===== src/rtl/demux_1ton_stream.sv =====
// demux_1ton_stream
//   Registered 1-to-N stream demultiplexer with a single one-word holding
//   stage. Each accepted input word is stored in data_q and flagged pending
//   on the channel named by in_sel. Every output lane carries data_q, and
//   out_valid marks which channels still owe a transfer.
//
// Ports
//   clk, rst_n          clock (rising edge), asynchronous active-low reset
//   in_valid/in_ready   producer handshake
//   in_data [DW]        input word
//   in_sel  [SW]        destination channel; values >= N are dropped
//   in_bcast            broadcast request (only with DEMUX_BCAST_EN)
//   out_valid[N]        per-channel valid (the pending mask)
//   out_ready[N]        per-channel ready
//   out_data[N*DW]      lane k = out_data[k*DW +: DW], all lanes = data_q
//   drop_cnt[8]         saturating count of out-of-range drops
//
// Build option
//   DEMUX_BCAST_EN : adds in_bcast; a broadcast accept marks all N channels
//                    pending and each channel drains independently.
module demux_1ton_stream #(
  parameter  int DW = 8,
  parameter  int N  = 8,
  localparam int SW = $clog2(N)
) (
  input  logic            clk,
  input  logic            rst_n,
  input  logic            in_valid,
  output logic            in_ready,
  input  logic [DW-1:0]   in_data,
  input  logic [SW-1:0]   in_sel,
`ifdef DEMUX_BCAST_EN
  input  logic            in_bcast,
`endif
  output logic [N-1:0]    out_valid,
  input  logic [N-1:0]    out_ready,
  output logic [N*DW-1:0] out_data,
  output logic [7:0]      drop_cnt
);

  localparam logic [SW:0]  SEL_LIM = (SW+1)'(N);
  localparam logic [N-1:0] ONE     = {{(N-1){1'b0}}, 1'b1};

  logic [DW-1:0] data_q, data_d;
  logic [N-1:0]  pend_q, pend_d;
  logic [7:0]    drop_cnt_q, drop_cnt_d;

  logic [N-1:0]  busy;      // pending channels not transferring this cycle
  logic          accept;
  logic          in_range;
  logic          bcast_req;

`ifdef DEMUX_BCAST_EN
  assign bcast_req = in_bcast;
`else
  assign bcast_req = 1'b0;
`endif

  always_comb begin
    busy       = pend_q & ~out_ready;
    in_ready   = (busy == '0);
    accept     = in_valid & in_ready;
    in_range   = ({1'b0, in_sel} < SEL_LIM);
    // Clears land first; an accept then overwrites the mask. Since an accept
    // needs busy==0, the post-clear mask is already zero at that point.
    pend_d     = busy;
    data_d     = data_q;
    drop_cnt_d = drop_cnt_q;
    if (accept) begin
      if (bcast_req) begin
        pend_d = '1;
        data_d = in_data;
      end else if (in_range) begin
        pend_d = ONE << in_sel;
        data_d = in_data;
      end else begin
        // Out-of-range word is consumed; data_q keeps its old value.
        pend_d = '0;
        if (drop_cnt_q != 8'hFF) drop_cnt_d = drop_cnt_q + 8'd1;
      end
    end
  end

  always_ff @(posedge clk or negedge rst_n) begin
    if (!rst_n) begin
      data_q     <= '0;
      pend_q     <= '0;
      drop_cnt_q <= '0;
    end else begin
      data_q     <= data_d;
      pend_q     <= pend_d;
      drop_cnt_q <= drop_cnt_d;
    end
  end

  assign out_valid = pend_q;
  assign drop_cnt  = drop_cnt_q;

  for (genvar k = 0; k < N; k++) begin : g_lane
    assign out_data[k*DW +: DW] = data_q;
  end

endmodule


===== config.mk =====
export PLATFORM = sky130hd
export DESIGN_NAME = demux_1ton_stream
export DESIGN_NICKNAME = d
export VERILOG_FILES = /design/src/rtl/demux_1ton_stream.sv
export SDC_FILE = /design/constraint.sdc
export NUM_CORES = 1
export LEC_CHECK = 0
export CORE_MARGIN = 2
export CORE_UTILIZATION = 35
export CTS_CLUSTER_SIZE = 30
export DETAILED_ROUTE_END_ITERATION = 12
export PLACE_DENSITY = 0.87
export SLEW_MARGIN = 25
export SYNTH_ARGS = -nofsm -noshare
export SYNTH_HDL_FRONTEND = slang
export SYNTH_SLANG_ARGS = --single-unit

===== constraint.sdc =====
create_clock -name clk -period 2.2 [get_ports clk]
set_input_delay 0.44 -clock clk [delete_from_list [all_inputs] [get_ports clk]]
set_output_delay 0.44 -clock clk [all_outputs]
set_load 0.01 [all_outputs]

# == After elaboration in Yosys (flattened, before gate mapping) ==
# Index checks and enable logic that the tools add are counted.
# word_totals
romBits,0
word_cells,8
ram_bits,0
latchBits,0
inputBits,22
reg_bits,16
mem_count,0
# op_classes
n_addsub,0
bitwise_logic,3
n_div,0
n_eq_ne,0
shifts,1
n_mux,1
n_lt_le_gt_ge,0
n_reduce_logical,1
n_mul,0
# op_table
cell,count
AND 8 bit,1
zero test 8 bit,1
2-to-1 mux 8 bit,1
NOT 8 bit,1
<< shifter 1 x 3 -> 8 bit (first input constant),1
AND 1 bit,1

# == Longest topological paths before layout ==
# logic_depth
word_depth,5
ltp_mapped,5

# == Least setup slack after synthesis ==
# Ideal clock, no wire load.
# synth_timing
path_type,register to register
startpoint,"register pend_q[2], in the netlist out_valid[2]"
endpoint,register data_q[5]
slack_ns,0.685
synth_period_minus_slack_ns,1.515
setup_ns,0.125
n_path_buf,1
stages_incl_launch_ff,6
t_arrival_ns,1.390
cell_sequence,dfrtp_1 -> nor2b_1 -> and4bb_2 -> nand3_4 -> buf_6 -> mux2_4
# synth_via
elab_chain_cells,3
# synth_lines
element,line,source
from (decl),45,"logic [N-1:0] pend_q, pend_d;"
from (signal assigned),91,pend_q <= pend_d;
AND 8 bit,60,busy = pend_q & ~out_ready;
zero test 8 bit,61,in_ready = (busy == '0);
AND 1 bit,62,accept = in_valid & in_ready;
to (signal assigned),90,data_q <= data_d;
to (decl),44,"logic [DW-1:0] data_q, data_d;"
# Every way passes these cells.
# A chain may end at the register's enable or synchronous reset.

# == Worst setup path after layout ==
# layout_timing
startpoint,input port out_ready[7]
endpoint,output port in_ready
# layout_via
elab_chain_cells,3
# layout_lines
element,line,source
from (decl),36,"input logic [N-1:0] out_ready,"
NOT 8 bit,60,
AND 8 bit,60,
zero test 8 bit,61,
to (decl),29,"output logic in_ready,"
# Every way passes these cells.

==> results.ini <==
[run_status]
status=finished clean

[setup_path]
path_class=input port to primary output
cp-start-kind=input port
setup.worst_path.end_class=primary output
worstPathArrival_ps=1670
crit_fanout=2
cp.required_ps=1760

[place]
io_buffer_count=94
place_congestion=0.830
dp_hpwl_um=2190

[power]
leakage_nw=0.744
ir_drop_uv=224
power_density_nw_per_um2=832

[cells_and_area]
fill_cells=291
antenna_cells=0
post-route-util_pct=54.3
syn_to_final_growth_pct=48.6
multi_input_area_sq_um=342
nNetsFinal=187
layout_commonest_cell=clkdlybuf4s50_1
register_area_sq_um=400
final_cell_mix=clkdlybuf4s50_1, dfrtp_1, conb_1
final_layout_size_suffix_gt1_share_pct=14.1

[synth]
syn_area_sq_um=1220
ys.flop_type=dfrtp_1
ys_ff_latch=16
syn_inst=120
ys_seq_area_share_pct=32.9
synth_enable_flop_cells=0
ys_types=24
yosys_warnings=0
avgSynthCellArea_sq_um=10.2
synth-async-reset-ratio_pct=100

[hold_path]
hp-class=input port to asynchronous set/reset pin

[clock_tree]
cts_made_buffers=3
htreeDepth=1
cts-root-buf=clkbuf_4
post_cts_buffers=0
cts.sinks=16
cts_tree=built
clk_pin_slew_ps=100
clk_path_buf_depth=2
clock_latency_ps=290

[floorplan]
row_count=21
die_h_um=63.0
pin_count=103
coreArea_sq_um=3340
initial_core_util_pct=36.5
die_x_um=63.0
design.die.area_sq_um=3970

[routing]
drt_iter0_markers=4
drtAntennaViolNets=0
viasPerCell=4.19
num_vias=875
first_pass_iters=2
wire_per_inst_um=12.7
drc=0
totalWireLength_um=2650

[global_route]
gr-total-overflow=0
first_global_vias=861
antenna_found_initial=0
grt_pass1_wl_um=4170
grt_use_total_pct=13.4
grt_max_degree=17

[timing]
rsz0062_at_grt=false
hold_slack_ps=424
min_period_ps=2110
setup_viol=0
hold_viol_final=0
drv_slew=0
max_freq_ghz=0.473
final.setup_skew_ps=8.68
fin_crit_sh_pct=96.0

[flow_run]
maxCapViolations=0

power breakdown:
part	switching, mW	internal, mW	total (mW)
Combinational	0.335	0.595	0.930
Clock	0.0948	0.0637	0.158
Sequential	0.0785	0.340	0.418
routing by layer:
metal / vias up / GRT usage (%) / routed length (um)
met5: - / 0 / 0
met3: 7 / 4.68 / 279
met2: 56 / 25.3 / 1450
met1: 408 / 12.5 / 854
met4: 0 / 6.67 / 62
li1: 404 / - / -
what timing repair did:
item	in CTS	in global routing
hold buffers	0	0
gates resized for setup	1	0
endpoints found under the setup margin	1	0
sequential cells by signal (all words and copies together) (netlist names):
signal	cells
data_q	8
out_valid	8
cell families after synthesis:
family	Yosys count	synth area share [%]
multiplexers	8	8.01
buffers and inverters	68	41.3
flip-flops	16	32.9
other	1	0.308
AND/OR/NAND/NOR	19	11.4
AO/OA/AOI/OAI	8	6.16
synth_stat cells, drive strengths merged, types with 2 or more instances:
library cell / n / area (sq um)
buf: 66 / 495
dfrtp: 16 / 400
mux2: 8 / 97.6
nand2b: 6 / 37.5
nand3: 3 / 27.5
o21ai: 3 / 15.0
nand2: 2 / 7.51
nand3b: 2 / 15.0
nor2b: 2 / 20.0
o21bai: 2 / 15.0
o41ai: 2 / 32.5
worst max-delay path, cell delays in order:
cell             delay (ps)
clkdlybuf4s50_1         500
nor2b_4                  50
and4bb_2                290
and2_1                  120
dlygate4sd2_1           270
worst paths after layout:
kind	start	depth (start not counted)	endpoint	slack, ps
setup / recovery	out_ready[7]	5	in_ready	90
max in group asynchronous	rst_n	2	out_valid[1]$_DFF_PN0_	1290
setup reg to reg	out_valid[7]$_DFF_PN0_	5	data_q[6]$_DFFE_PN0P_	590
hold reg to reg	out_valid[3]$_DFF_PN0_	2	out_valid[3]$_DFF_PN0_	540
hold / removal	rst_n	1	data_q[7]$_DFFE_PN0P_	420
min in group clk	out_valid[3]$_DFF_PN0_	2	out_valid[3]$_DFF_PN0_	540
layout make-up:
| type | instances | share of cell area (%) |
|---|---|---|
| repair buffers | 100 | 54.4 |
| flip-flops and latches | 16 | 22.1 |
| multi-input cells | 43 | 18.9 |
| well taps | 46 | 3.18 |
| clock buffers | 3 | 1.24 |
| inverters | 1 | 0.207 |
per-stage QoR:
step / cell area, sq um / TNS (ps) / worst slack, ps / power (mW) / cells
after global routing: 1810 / 0 / 23.7 / 1.59 / 209
after floorplan: 1240 / 0 / 685 / 1.05 / 127
after detailed placement: 1790 / -194 / -194 / 1.37 / 206
final: 1810 / 0 / 87.3 / 1.51 / 209
after CTS: 1810 / 0 / 67.9 / 1.53 / 209
after global placement: 1790 / -203 / -203 / 1.35 / 206
Power figures use the tool's default switching activity.
